$ cat config.mk
export PLATFORM = sky130hd
export DESIGN_NAME = bus_datapath_seq
export DESIGN_NICKNAME = d
export VERILOG_FILES = /design/src/rtl/bus_datapath_seq.sv
export SDC_FILE = /design/constraint.sdc
export NUM_CORES = 1
export LEC_CHECK = 0
export CAP_MARGIN = 20
export CELL_PAD_IN_SITES_DETAIL_PLACEMENT = 2
export CELL_PAD_IN_SITES_GLOBAL_PLACEMENT = 2
export CORE_MARGIN = 2
export CORE_UTILIZATION = 47
export DETAILED_ROUTE_END_ITERATION = 16
export GPL_TIMING_DRIVEN = 0
export PLACE_DENSITY = 0.84
export SETUP_SLACK_MARGIN = 0.3
export SLEW_MARGIN = 20
export SYNTH_ARGS = -nofsm -noshare
export SYNTH_HDL_FRONTEND = slang
export SYNTH_SLANG_ARGS = --single-unit
$ cat constraint.sdc
create_clock -name clk -period 11.95 [get_ports clk]
set_clock_uncertainty 0.15 [all_clocks]
set_input_delay 1.195 -clock clk [delete_from_list [all_inputs] [get_ports clk]]
set_output_delay 1.195 -clock clk [all_outputs]
set_load 0.02 [all_outputs]
$ cat src/rtl/bus_datapath_seq.sv
// bus_datapath_seq: single-bus register-file datapath with a T1-T3 sequencer for LDI/ADD/SUB/MOV
module bus_datapath_seq #(
   parameter int WIDTH = 32,
   parameter int NREGS = 16,
   parameter bit ZERO_R0 = 1'b1
) (
   input  logic                     clk,
   input  logic                     clear,
   input  logic                     start,
   input  logic [1:0]               op,
   input  logic [$clog2(NREGS)-1:0] ra,
   input  logic [$clog2(NREGS)-1:0] rb,
   input  logic [$clog2(NREGS)-1:0] rc,
   input  logic [WIDTH-1:0]         imm,
   output logic                     busy,
   output logic                     done,
   output logic [WIDTH-1:0]         result,
   output logic                     cout,
   input  logic [$clog2(NREGS)-1:0] dbg_addr,
   output logic [WIDTH-1:0]         dbg_data
);
   localparam int AW = $clog2(NREGS);
   localparam logic [1:0] LDI = 2'b00, ADD = 2'b01, SUB = 2'b10, MOV = 2'b11;
   typedef enum logic [1:0] {IDLE, T1, T2, T3} state_t;
   state_t state, state_nx;
   logic [1:0] op_l;
   logic [AW-1:0] ra_l, rb_l, rc_l;
   logic [WIDTH-1:0] imm_l, y, z, bus;
   logic [WIDTH-1:0] regs [NREGS];
   logic [WIDTH:0] sum;
   logic carry, is_arith, is_sub;
   function automatic logic [WIDTH-1:0] rd(input logic [AW-1:0] a);
      return (ZERO_R0 && a == '0) ? '0 : regs[a];
   endfunction
   assign is_arith = op_l == ADD || op_l == SUB;
   assign is_sub = op_l == SUB;
   assign dbg_data = rd(dbg_addr);
   // one bus driver per phase: source operand, second operand, then Z; idle bus is 0
   always_comb begin
      bus = state == T1 ? rd(rb_l) :
            state == T2 ? (op_l == LDI ? imm_l : op_l == MOV ? rd(rb_l) : rd(rc_l)) :
            state == T3 ? z : '0;
      sum = {1'b0, y} + {1'b0, is_sub ? ~bus : bus} + (WIDTH+1)'(is_sub);
   end
   // state register
   always_ff @(posedge clk) begin
      if (!clear) state <= IDLE;
      else state <= state_nx;
   end
   // next-state: start only matters in IDLE, phases advance unconditionally
   always_comb begin
      state_nx = state == IDLE ? (start ? T1 : IDLE) :
                 state == T1 ? T2 :
                 state == T2 ? T3 : IDLE;
   end
   // outputs decoded from state
   always_comb begin
      busy = state != IDLE;
   end
   // datapath registers: operand latch, Y, Z/carry, writeback and completion pulse
   always_ff @(posedge clk) begin
      if (!clear) begin
         op_l <= '0;
         ra_l <= '0;
         rb_l <= '0;
         rc_l <= '0;
         imm_l <= '0;
         y <= '0;
         z <= '0;
         carry <= 1'b0;
         result <= '0;
         cout <= 1'b0;
         done <= 1'b0;
         for (int i = 0; i < NREGS; i++) regs[i] <= '0;
      end else begin
         done <= state == T3;
         if (state == IDLE && start) begin
            op_l <= op;
            ra_l <= ra;
            rb_l <= rb;
            rc_l <= rc;
            imm_l <= imm;
         end
         if (state == T1) y <= is_arith ? bus : '0;
         if (state == T2) begin
            z <= sum[WIDTH-1:0];
            carry <= sum[WIDTH];
         end
         if (state == T3) begin
            result <= bus;
            cout <= carry;
            if (!(ZERO_R0 && ra_l == '0)) regs[ra_l] <= bus;
         end
      end
   end
endmodule

; ---- After elaboration in Yosys (flattened, before gate mapping)
; Memories as Yosys holds them, arrays and structs flattened. A register that Yosys moved wholly into a read port is not among the register bits.
; Cells that the tools add are included.
[word_totals]
mem_count = 1
inputBits = 53
wordCells = 58
ff_bits = 147
out_inout_bits = 67
mem_bits_rw = 512
[mem_list]
columns = name, words, width, read_ports, rd_clocked_by_memory_dff, wr, line_no
row1 = regs, 16, 32, 3, 2, 16, 29  ; logic [WIDTH-1:0] regs [NREGS];
[classes]
reduce_logical = 10
bitwise_logic = 1
addsub = 2
eq_ne = 6
n_mux = 26
[op_table]
columns = cell, count
row1 = two-way mux 32 bit, 11
row2 = adder 32 x 32 -> 33 bit, 1
row3 = adder 33 x 1 -> 33 bit, 1
row4 = inverter 32 bit, 1
row5 = OR reduction 32 bit, 1
row6 = two-way mux 4 bit, 5
row7 = logical NOT 4 bit, 4
row8 = == test 2 bit (second input constant), 4
row9 = two-way mux 1 bit, 7
row10 = two-way mux 2 bit, 3
row11 = == test 2 x 1 -> 1 bit (second input constant), 2
row12 = logical NOT 2 bit, 2
row13 = nonzero test 2 bit, 1
row14 = logical AND 1 bit, 1
row15 = logical OR 1 bit, 1

; ---- Logic depth before layout (Yosys ltp)
[depth]
ltp_word = 10
mapped_depth = 23
ltp_nobuf = 19

; ---- Least setup slack after synthesis
; No wires, ideal clock.
[synth_path]
kind = reg2reg
startpoint = register (tool-made name)
endpoint = register z[25]
path_buffers = 4
setup_time_ns = 0.117
slack_ns = 6.596
stages_incl_launch_ff = 23
arrival_time_ns = 5.087
period_less_slack_ns = 5.354
required_ns = 11.683
path_cell_list = dfxtp_1 > clkbuf_1 > clkbuf_1 > buf_2 > mux4_2 > mux4_2 > inv_1 > o21ai_0 > a22oi_1 > o22a_1 > buf_2 > xnor2_1 > ha_1 > a21oi_1 > o21ai_0 > o41ai_1 > a21oi_1 > a311oi_1 > a31o_2 > nor2b_4 > nor4_1 > o311a_1 > a32o_1
[synth_lines]
columns = item, line_no
row1 = end signal: assignment, 86  ; z <= sum[WIDTH-1:0];
row2 = end: declaration, 28  ; logic [WIDTH-1:0] imm_l, y, z, bus;

==> key figures <==
GRT
  • All-Layer GR Usage: 45.5%
  • Initial antenna violation count: 11
  • First-pass GRT wire length: 263000 um
  • Largest net degree at the start of global routing: 33
  • Grt total ovfl: 0
  • Vias in the first global route: around 34000

Placement
  • Inst Count DP: 4164
  • Number of port buffers: 114
  • Detailed Place HPWL: 123000 um
  • Routability cong.: 0.929

Clocking
  • Worst-Skew Late Latency: 0.68 ns
  • CTS Sinks: 667
  • Clock transition at the registers of the reported paths: 0.06 ns
  • Post-CTS setup buffers: 0
  • CTS Buf Count: 79
  • Total number of H-tree levels: 3
  • Resized cells post-CTS: 0
  • Cts hold-fix bufs: 0
  • Clk buf depth: 3
  • CTS tree: built
  • Clk root buf: clkbuf_16

Power
  • Leakage power: 14.1 nW
  • Gate power share: 16.3%
  • Worst VDD drop: around 0.14 mV
  • Int Pwr: 4.35 mW
  • Net Switching: approximately 1.9 mW
  • Sw frac: 29.9%
  • PD cells: 143 nW/um^2
  • Flop pwr share: between 40 and 50%
  • Clock share of power: approximately 41%

Synth
  • Post-Syn Area: 38000 sq um
  • Yosys top cell by area: edfxtp_1
  • Post-synthesis mux area share: 28.6%
  • Mapped Avg Cell Area: 12.9 sq um
  • Seq/Total Area, Yosys: 48.7%
  • Post-synth ARST share: 0%
  • YS warnings: 0
  • Top-area cell type share of the netlist area: 40.5%
  • Unique cell type count in the Yosys netlist: 65
  • Largest family of logic cells by synthesized area: multiplexers
  • Post-synth EDFFs: 512
  • Area share of fa/ha/maj cells after synthesis: 1.31%
  • Compound-Gate Fraction of Synth Area: roughly 6%
  • Mapped Cells: 2946
  • Primary FF master, synth: edfxtp_1
  • Synth top area cells: edfxtp_1 41%, mux4_2 28%, dfxtp_1 8.2%
  • Xor-xnor portion of the synthesized cell area: 1.22%
  • Post-synthesis simple-gate area fraction: 10.5%
  • Post-synthesis register bit count: 667

Min path
  • Worst min-delay path startpoint: result[15]
  • Worst Hold End: result[15]
  • Hold depth: 2
  • HP Class: reg2reg

Routing
  • DR vias: 32500
  • Vias per std cell: approximately 7.5
  • ANT nets after route: 0
  • Initial DRT Pass Iterations: 6
  • Drt initial violations: 5846
  • Mean routed wirelength per cell: 43.6 um
  • DRC Markers: 0
  • Final wirelength: 188000 um

Outcome
  • Status: completed

Cells and area
  • Final #Nets: 3277
  • Most common cell after layout, fill and taps aside: nor2_1
  • Most frequent cells in the layout: 623 x nor2_1, 512 x edfxtp_1, 474 x mux4_2
  • Area grow syn2layout: 14.6%
  • Layout cell share with drive strength beyond 1: 21.9%
  • Fin util: 54.2%
  • Layout Cells excl Fill: about 4300

Floorplanning
  • Site Rows: 104
  • Total I/O pin count: 120
  • Initial Utilization: 47.3%
  • Core area: 80300 sq um
  • Vert. Die Dim: 288 um
  • Full die area: 83100 sq um
  • Die width: 288 um

Timing
  • Minimum clock period: 8.62 ns
  • Fmax achieved: approximately 120 MHz
  • Final hold violation count: 0
  • Relative slew slack: 13.2%
  • RSZ-0062 raised after global routing: no
  • Slew @ Worst Pin: 1.30 ns
  • Final period util: 72.1%
  • Hold_ws: 0.336 ns
  • Slew Viols, Final: 0
  • Final setup TNS: 0 ns
  • Endpoints failing setup: 0

Worst setup path
  • WS Path Type: reg2reg
  • Worst Reg-to-Reg Cells: 22
  • Startpoint Class: flip-flop
  • Max Fanout on Critical Path: 10
  • CP arrival: 8.98 ns
  • Critical register-to-register path endpoint: z[30]
  • Req. time, crit path: 12.31 ns
  • Crit path capture type: flip-flop
  • R2R setup slack: 3.33 ns

Flow run
  • Max-capacitance violation count: 0
[area by class of cell]
cell class              count  area [sq um]
flip-flops and latches    667         18500
multi-input cells        1952         18300
inverters                  54           203
clock buffers             101          2120
clock inverters            44           413
well taps                1060          1330
repair buffers            127          1420
plain buffers             304          1250
fillers                  7411         36800
diodes                      4          10.0
[worst max path at each step]
stage                          from     to  slack, ns  cells after the start
after floorplan           flip-flop  z[25]       6.60                     22
after global placement    flip-flop  z[30]       4.28                     22
after detailed placement  flip-flop  z[30]       3.85                     22
after CTS                 flip-flop  z[30]       3.71                     22
after global routing      flip-flop  z[30]       3.31                     22
final                     flip-flop  z[30]       3.33                     22
[critical path, stage by stage (launching register included)]
cell and delay [ns]:
dfxtp_1 0.33, clkbuf_1 0.52, clkbuf_1 0.90, buf_2 0.61, mux4_2 0.58, mux4_2 0.63
inv_1 0.09, o21ai_0 0.07, a22oi_1 0.20, o22a_1 0.21, clkbuf_1 0.75, xnor2_1 0.17
ha_1 0.47, nand4_1 0.18, nor2_1 0.53, nand3_1 0.14, o211ai_1 0.74, a21oi_1 0.30
o211ai_1 0.31, a31oi_1 0.20, xnor2_1 0.17, mux2i_1 0.14, nor2_1 0.05
[metal layers]
| metal | vias to the layer above | share of wire [%] | global-route usage (%) |
|---|---|---|---|
| met5 | - | 0.047 | 0 |
| met1 | 16500 | 33 | 53.3 |
| met4 | 16 | 7.1 | 26.2 |
| met2 | 3330 | 46 | 70.9 |
| met3 | 995 | 14 | 18.6 |
| li1 | 11600 | - | - |
[power groups by stage]
stage | Sequential (mW) | Combinational [mW] | Clock (mW)
after floorplan | 2.65 | 0.555 | 0
after global placement | 2.67 | 0.873 | 0
after detailed placement | 2.69 | 0.928 | 0
after CTS | 2.65 | 0.965 | 2.50
after global routing | 2.66 | 1.02 | 2.57
final | 2.66 | 1.01 | 2.53
[kinds of logic (layout without fill, tap and decap cells)]
logic type | count (synthesis) | after routing
simple gates | 975 | 975
mux | 493 | 493
compound gates | 360 | 360
other cells | 1 | 36
buf+inv | 358 | 630
flops | 667 | 667
xor+xnor | 53 | 53
fa+ha+maj | 39 | 39
[flip-flops by register name, summed over array words and instances, names as in the netlist, 4 cells and up, named ones only]
register,count
regs,512
imm_l,32
result,32
y,32
z,32
ra_l,4
rb_l,4
rc_l,4
[Yosys cell counts (6+ instances only)]
| cell | count |
|---|---|
| buf_1 | 49 |
| xnor2_1 | 50 |
| nor2_1 | 623 |
| o21ai_0 | 55 |
| buf_2 | 38 |
| mux4_2 | 474 |
| inv_1 | 52 |
| dfxtp_1 | 155 |
| o22a_1 | 31 |
| nor3_1 | 9 |
| edfxtp_1 | 512 |
| a211oi_1 | 38 |
| a21oi_1 | 151 |
| a22oi_1 | 34 |
| nand2_1 | 210 |
| and2_1 | 7 |
| nand3_1 | 20 |
| ha_1 | 38 |
| nor2b_1 | 40 |
| a21o_1 | 6 |
| clkbuf_1 | 216 |
| o21bai_1 | 6 |
| nand2b_1 | 36 |
| mux2i_1 | 18 |
[per-stage QoR]
step	setup slack [ns]	cell area [sq um]	total power [mW]
after floorplan	6.60	38100	3.21
after global placement	4.28	40500	3.54
after detailed placement	3.85	40900	3.62
after CTS	3.71	43500	6.11
after global routing	3.31	43500	6.26
final	3.33	43500	6.20
Note: power is estimated with default switching activity, not from simulation.
